--- src/rtl/park_space_tracker.sv ---
// Parking occupancy tracker: free-space vector, free count, entry gate timer.
// Entry requests go through a two-state gate FSM; exits are always evaluated.
module park_space_tracker #(
    parameter int GATE_CYCLES = 4
) (
    input  logic       clk,
    input  logic       reset,
    input  logic       enter_req,
    input  logic [2:0] enter_number,
    input  logic       exit_req,
    input  logic [2:0] exit_number,
    output logic [7:0] parking_capacity,
    output logic [3:0] free_count,
    output logic       full,
    output logic       empty,
    output logic       enter_ack,
    output logic       enter_err,
    output logic       exit_ack,
    output logic       exit_err,
    output logic       gate_open
);

    typedef enum logic {
        IDLE,
        GATE
    } state_t;

    localparam logic [3:0] TIMER_LOAD = 4'(GATE_CYCLES - 1);

    state_t     state_q, state_d;
    logic [3:0] timer_q, timer_d;
    logic       gate_q, gate_d;
    logic [7:0] cap_q, cap_d;
    logic [3:0] cnt_q, cnt_d;
    logic       full_q, empty_q;
    logic       en_ack_q, en_err_q;
    logic       ex_ack_q, ex_err_q;
    logic       hold_en_q, hold_ex_q;

    logic       en_eval, en_acc, en_rej;
    logic       ex_eval, ex_acc, ex_rej;
    logic [7:0] en_oh, ex_oh;

    // All checks use the pre-edge vector, so a same-number entry/exit
    // pair can never both pass.
    always_comb begin
        en_oh   = 8'b1 << enter_number;
        ex_oh   = 8'b1 << exit_number;
        en_eval = (state_q == IDLE) && enter_req && !hold_en_q;
        en_acc  = en_eval && cap_q[enter_number];
        en_rej  = en_eval && !cap_q[enter_number];
        ex_eval = exit_req && !hold_ex_q;
        ex_acc  = ex_eval && !cap_q[exit_number];
        ex_rej  = ex_eval && cap_q[exit_number];
        cap_d   = (cap_q & ~(en_acc ? en_oh : 8'h00))
                | (ex_acc ? ex_oh : 8'h00);
        cnt_d   = cnt_q - 4'(en_acc) + 4'(ex_acc);
    end

    always_comb begin
        state_d = state_q;
        timer_d = timer_q;
        gate_d  = gate_q;
        unique case (state_q)
            IDLE: begin
                if (en_acc) begin
                    state_d = GATE;
                    timer_d = TIMER_LOAD;
                    gate_d  = 1'b1;
                end
            end
            GATE: begin
                if (timer_q == 4'd0) begin
                    state_d = IDLE;
                    gate_d  = 1'b0;
                end else begin
                    timer_d = timer_q - 4'd1;
                end
            end
            default: begin
                state_d = IDLE;
                gate_d  = 1'b0;
            end
        endcase
    end

    always_ff @(posedge clk or posedge reset) begin
        if (reset) begin
            state_q   <= IDLE;
            timer_q   <= 4'd0;
            gate_q    <= 1'b0;
            cap_q     <= 8'hFF;
            cnt_q     <= 4'd8;
            full_q    <= 1'b0;
            empty_q   <= 1'b1;
            en_ack_q  <= 1'b0;
            en_err_q  <= 1'b0;
            ex_ack_q  <= 1'b0;
            ex_err_q  <= 1'b0;
            hold_en_q <= 1'b0;
            hold_ex_q <= 1'b0;
        end else begin
            state_q   <= state_d;
            timer_q   <= timer_d;
            gate_q    <= gate_d;
            cap_q     <= cap_d;
            cnt_q     <= cnt_d;
            full_q    <= (cnt_d == 4'd0);
            empty_q   <= (cnt_d == 4'd8);
            en_ack_q  <= en_acc;
            en_err_q  <= en_rej;
            ex_ack_q  <= ex_acc;
            ex_err_q  <= ex_rej;
            // Skip one edge after a response so a slow requester
            // cannot be served twice.
            hold_en_q <= en_acc | en_rej;
            hold_ex_q <= ex_acc | ex_rej;
        end
    end

    assign parking_capacity = cap_q;
    assign free_count       = cnt_q;
    assign full             = full_q;
    assign empty            = empty_q;
    assign enter_ack        = en_ack_q;
    assign enter_err        = en_err_q;
    assign exit_ack         = ex_ack_q;
    assign exit_err         = ex_err_q;
    assign gate_open        = gate_q;

endmodule

--- config.mk ---
export PLATFORM = sky130hd
export DESIGN_NAME = park_space_tracker
export DESIGN_NICKNAME = d
export VERILOG_FILES = /design/src/rtl/park_space_tracker.sv
export SDC_FILE = /design/constraint.sdc
export NUM_CORES = 1
export LEC_CHECK = 0
export ABC_CLOCK_PERIOD_IN_PS = 3000
export BUFFER_PORTS_ARGS = -buffer_cell sky130_fd_sc_hd__buf_4
export CAP_MARGIN = 30
export CORE_UTILIZATION = 50
export CTS_CLUSTER_DIAMETER = 60
export DETAILED_ROUTE_END_ITERATION = 7
export PLACE_DENSITY = 0.8
export SYNTH_ARGS = -nofsm -noshare
export SYNTH_HDL_FRONTEND = slang
export SYNTH_SLANG_ARGS = --single-unit
--- constraint.sdc ---
create_clock -name clk -period 3 [get_ports clk]
set_input_delay 0.45 -clock clk [delete_from_list [all_inputs] [get_ports clk]]
set_output_delay 0.45 -clock clk [all_outputs]
set_load 0.01 [all_outputs]
* Word level (Yosys, flattened, before mapping) *
Index checks and enable logic that the tools add are counted.

storage, ports and cells
  register bits = 26
  word-level logic and storage cells = 60

operators by class
  shift-type cells = 2
  mux-type cells = 15
  order comparisons = 2
  reduce and logical (&&, ||, !) cells = 15
  equality and inequality tests = 4
  bitwise operators = 6
  $add $sub $neg = 3

operators by type and width
  kind                                                                      count
  8-bit 2-to-1 mux                                                          2
  1-bit by 3-bit left shift with 8-bit output (first input constant)        2
  8-bit AND                                                                 1
  4-bit logical NOT                                                         2
  3-bit by 4-bit < comparator with 1-bit output (second input constant)     2
  4-bit 2-to-1 mux                                                          2
  8-bit inverter                                                            1
  8-bit OR                                                                  1
  4-bit case mux with 2 select lines                                        1
  1-bit logical AND                                                         7
  1-bit binary-select mux with 3-bit select                                 2
  1-bit 2-to-1 mux                                                          6
  4-bit by 1-bit adder with 4-bit output                                    1
  4-bit equality test (second input constant)                               1
  1-bit logical NOT                                                         4
  2-bit inequality test (second input constant)                             2
  1-bit case mux with 2 select lines                                        2
  2-bit AND reduction                                                       2
  4-bit by 1-bit subtractor with 4-bit output                               1
  4-bit by 1-bit subtractor with 4-bit output (second input constant)       1
  2-bit by 1-bit inequality test with 1-bit output (second input constant)  1
  1-bit OR                                                                  2
  1-bit inverter                                                            1

* Longest topological paths before layout *
  word-level depth = 8
  gate-level depth with buffers = 13
  depth with buffers taken out = 11

* Worst setup path before layout *
OpenSTA, ideal clock, no wires.

  path kind = input -> register
  from = input port exit_number[0]
  to = register empty_q (netlist: empty)
  arrival time = 2.956 ns
  path slack = -0.025 ns
  cell stages on the path = 12
  path through = clkbuf_1 mux4_2 mux2i_1 nand2_1 ha_1 inv_1 ha_1 inv_1 fa_1 inv_1 or3_1 nor2b_1

between the ends
  word-level cells in the longest chain between the ends = 6

ends and longest elaborated chain
  item                                       RTL line  text
  start: declaration                         11        input logic [2:0] exit_number,
  1-bit binary-select mux with 3-bit select  53        ex_acc = ex_eval && !cap_q[exit_number];
  1-bit 2-to-1 mux (implied by the code)     53
  1-bit logical NOT                          53
  1-bit logical AND                          53
  4-bit by 1-bit adder with 4-bit output     57        cnt_d = cnt_q - 4'(en_acc) + 4'(ex_acc);
  named net cnt_d[1]                         34        logic [3:0] cnt_q, cnt_d;
  4-bit equality test                        109       empty_q <= (cnt_d == 4'd8);
  end signal: assignment                     109
  end: declaration                           35        logic full_q, empty_q;

The timed path passes the listed nets, and every way through them passes these cells. The select of a mux whose other input is x is not followed.
A chain may end at the register's enable or synchronous reset.

* Final worst setup path *
  from = register cap_q[7] (netlist: parking_capacity[7])
  to = register empty_q (netlist: empty)

between the ends
  word-level cells in the longest chain between the ends = 6
  elaborated cells on any way between the ends = 10
  those cells by class = add/sub (2); eq/ne (1); mux (4); reduce/logical (3)

ends and longest elaborated chain
  item                                                                                     RTL line  text
  start: declaration                                                                       33        logic [7:0] cap_q, cap_d;
  start signal: assignment                                                                 106       cap_q <= cap_d;
  1-bit binary-select mux with 3-bit select (on tied branches)                             50, 53
  1-bit 2-to-1 mux (on tied branches)                                                      50, 53
  1-bit logical AND / 1-bit logical NOT (equally long branches)                            50, 53
  4-bit by 1-bit subtractor with 4-bit output / 1-bit logical AND (equally long branches)  57, 53
  4-bit by 1-bit adder with 4-bit output *                                                 57
  named net cnt_d[1]                                                                       34
  4-bit equality test *                                                                    109

Mark *: on every way through the listed nets, which the timed path passes. The rest lies on a longest branch. The select of a mux whose other input is x is not followed.

==> impl_summary.log <==
[metrics] run status: finished clean
[metrics] Filler cells: 213
[metrics] net count after synthesis: 139
[metrics] remaining routing DRC violations: 0
[metrics] GR Util All Layers: between 10% and 20%
[metrics] clock-pin slew on the worst setup and hold paths: 0.14 ns
[metrics] part of the power in the clock network: 10.8%
[metrics] Req. time, crit path: roughly 3.3 ns
[metrics] transition time at the pin with the least slew margin: about 0.97 ns
[metrics] antenna diode count: 0
[metrics] final worst-path cycle share: 93.0%
[metrics] layout cell share with drive strength beyond 1: 32.5%
[metrics] Clk Tree Root Cell: sky130_fd_sc_hd__clkbuf_4
[metrics] RSZ-0062 raised after global routing: no
[metrics] number of placed I/O pins: 29
[metrics] row count: 18
[metrics] combinational group share of total power: 47.2%
[metrics] worst-path maximum fanout: 4
[metrics] Final Slew Violations: 0
[metrics] final setup violating endpoints: 0
[metrics] yosys warns: 0
[metrics] skew final: between 0.006 and 0.007 ns
[metrics] # port buffers: 28
[metrics] relative slew slack: 35.2%
[metrics] shortest period the worst path allows: 2.79 ns
[metrics] hold-fix buffer count after cts: 0
[metrics] dominant register cell in the synthesized netlist: sky130_fd_sc_hd__dfrtp_1
[metrics] setup slack after layout: 0.211 ns
[metrics] buffer count from post-CTS setup fixing: 0
[metrics] post-synth top area cell: sky130_fd_sc_hd__dfrtp_1
[metrics] H-Tree Depth: 1
[metrics] number of failing hold endpoints at the final stage: 0
[metrics] area share of the largest cell type after synthesis: 29.5%
[metrics] worst skew pair latency: 0.31 ns
[metrics] Final GP Congestion: 0.834
[metrics] Num CTS Buffers: 3
[metrics] most instantiated cells after synthesis: 16 x sky130_fd_sc_hd__dfrtp_1, 15 x sky130_fd_sc_hd__inv_1, 10 x sky130_fd_sc_hd__dfstp_2
[metrics] number of maximum-capacitance constraint violations: 0
[metrics] kind of start point of the critical path: flop
[metrics] initial DRC count: 14
[metrics] slowest library cell on the worst path: sky130_fd_sc_hd__mux4_2
[metrics] maximum VDD drop: 0.710 mV
[metrics] most frequent cell after synthesis: sky130_fd_sc_hd__dfrtp_1
[metrics] internal power component: 1.03 mW
[metrics] die height: roughly 54 µm
[metrics] die outline area: 2930 µm²
[metrics] cells taking the most area after synthesis: sky130_fd_sc_hd__dfrtp_1 29%, sky130_fd_sc_hd__dfstp_2 19%, sky130_fd_sc_hd__ha_1 5.5%
[metrics] switching component of the power: 0.604 mW
[metrics] Crit path top cell by count: sky130_fd_sc_hd__inv_1
[metrics] Core Footprint: 2520 µm²
[metrics] detailed-route via count: 1013
[metrics] areal power density over the cells: 1010 nW/µm²
[metrics] WL/cell: between 10 and 15 µm
[metrics] clock tree from TritonCTS: done
[metrics] unique cell type count in the Yosys netlist: 35
[metrics] clock buffer depth: 2
[metrics] sw frac: 37.1%
[metrics] largest net degree at the start of global routing: 27
[metrics] number of nets with antenna violations after detailed routing: 0
[metrics] R2R setup slack: 0.21 ns
[metrics] pre-CTS worst setup slack: -0.0112 ns
[metrics] Initial Utilization: 53.8%
[metrics] DIE WIDTH: 54.1 µm
[metrics] global route overflow: 0
[metrics] crit path DAT: approximately 3.1 ns
[metrics] category of the most critical setup path: flop to flop
[metrics] fraction of the yosys area taken by sequential cells: 48.8%
[metrics] number of gates given a new drive strength after cts: 0
[metrics] nets: between 150 and 200
[metrics] Achievable Freq: 359 MHz
[metrics] average size of a mapped cell: ~11 µm²
[metrics] element type at the critical path end: flop
[metrics] FF+latch count, synth: 26
[metrics] Async SR Flop Fraction: 100%
[metrics] antenna violations before repair: 0
[metrics] class of the tightest hold or removal check: input pin to flop
[metrics] overall power: 1.63 mW
[metrics] global-route wire length before repair: 4.04 mm
[metrics] number of instances in the synthesized netlist: 122
[metrics] Max stage delay on crit path: 0.48 ns
[metrics] clock tree sinks: 26
[metrics] number of enable flip-flop cells after synthesis: 0
[metrics] synthesis-to-layout area growth: 19.4%
[metrics] Mapped Area: approximately 1400 µm²
[metrics] average vias per placed instance: 5.60
[metrics] number of detailed-route iterations in the first pass: 4
[metrics] via count of the first global-routing pass: 951
[metrics] part of the total power dissipated in sequential elements: 42.1%
[metrics] chain of cells forming the critical path: mux4_2, mux2i_1, nand2_1, ha_1, inv_1, ha_1, inv_1, fa_1, inv_1, or3_1, nor2b_1
[metrics] Leak: roughly 0.79 nW
[metrics] total wire length: between 2 and 3 mm
[metrics] Final HPWL DP: about 2.1 mm
## state kept, by name (all words and copies together) (netlist names)
register,cells
enter_ack,1
gate_open,1
exit_ack,1
full,1
parking_capacity,8
hold_ex_q,1
empty,1
state_q,1
exit_err,1
enter_err,1
free_count,4
hold_en_q,1
timer_q,4
## power by group through the flow
stage | clock (mW) | combinational [mW] | sequential [mW]
6_report | 0.175 | 0.769 | 0.686
2_1_floorplan | 0 | 0.466 | 0.702
4_1_cts | 0.179 | 0.782 | 0.685
3_5_place_dp | 0 | 0.781 | 0.692
3_3_place_gp | 0 | 0.747 | 0.675
5_1_grt | 0.195 | 0.857 | 0.704
## final timing paths
check                                    startpoint                   to  depth (start not counted)
worst max-delay path            parking_capacity[7]                empty                         11
worst min-delay path                 exit_number[1]  parking_capacity[4]                          2
min in group asynchronous                     reset                 full                          2
worst max register to register  parking_capacity[7]                empty                         11
worst min register to register           timer_q[2]           timer_q[2]                          1
max in group asynchronous                     reset           timer_q[0]                          2
## final cells by class
type / count / area (µm²) / area share [%]
Timing Repair Buffer: 30 / 225 / 13.9
Inverter: 15 / 56.3 / 3.47
Multi-Input combinational cell: 76 / 602 / 37.1
Sequential cell: 26 / 663 / 40.9
Tap cell: 30 / 37.5 / 2.32
Clock buffer: 4 / 36.3 / 2.24
## cells by family (layout without fill, tap and decap cells)
kind of cell    Yosys count  in the layout  share of synthesized area, %
xor+xnor                  3              3                          1.94
mux                       8              8                          8.11
compound gates           28             28                          14.0
fa+ha+maj                 7              7                          7.00
buf+inv                  20             49                          6.82
flops                    26             26                          48.8
simple gates             30             30                          13.3
## metrics by stage
| step | utilization [%] | instances | hold slack (ns) | cell area [µm²] | TNS [ns] |
|---|---|---|---|---|---|
| detailed placement | 62.8 | 177 | 0.512 | 1580 | -0.0112 |
| global placement | 62.8 | 177 | 0.507 | 1580 | 0 |
| finish | 64.2 | 181 | 0.331 | 1620 | 0 |
| global route | 64.2 | 181 | 0.319 | 1620 | 0 |
| CTS | 64.2 | 181 | 0.328 | 1620 | 0 |
| floorplan | - | 122 | 0.421 | 1360 | 0 |
## routing by layer
metal,vias to the layer above,track usage [%],routed length (µm)
met5,-,0,0
met4,0,7.69,29
met3,4,3.11,120
met2,33,36.0,1420
met1,496,22.4,1090
li1,480,-,-
## critical path, delay by kind of cell, from the launching register on
kind | cells | cell delay (ns)
flip-flops | 1 | 0.42
adder cells (fa/ha/maj) | 3 | 0.90
buffers and inverters | 3 | 0.14
multiplexers | 2 | 0.67
AND/OR/NAND/NOR | 3 | 0.60
## layout by cell type, fill, tap and decap left out, types with 2 or more instances in the layout
master                     count
sky130_fd_sc_hd__a21o_1        2
sky130_fd_sc_hd__dfrtp_1      16
sky130_fd_sc_hd__ha_1          6
sky130_fd_sc_hd__or3_1         2
sky130_fd_sc_hd__clkbuf_4      3
sky130_fd_sc_hd__dfstp_2      10
sky130_fd_sc_hd__nor2_1        5
sky130_fd_sc_hd__mux2i_1       5
sky130_fd_sc_hd__inv_1        15
sky130_fd_sc_hd__xnor2_1       3
sky130_fd_sc_hd__mux4_2        2
sky130_fd_sc_hd__o31ai_1       5
sky130_fd_sc_hd__nand2_1       7
sky130_fd_sc_hd__o21ai_0       3
sky130_fd_sc_hd__nor2b_1       4
sky130_fd_sc_hd__buf_4        30
sky130_fd_sc_hd__nand2b_1      2
sky130_fd_sc_hd__nor3b_1       5
sky130_fd_sc_hd__a31oi_1       5
sky130_fd_sc_hd__a21oi_1       6
(Power assumes the default switching activity.)
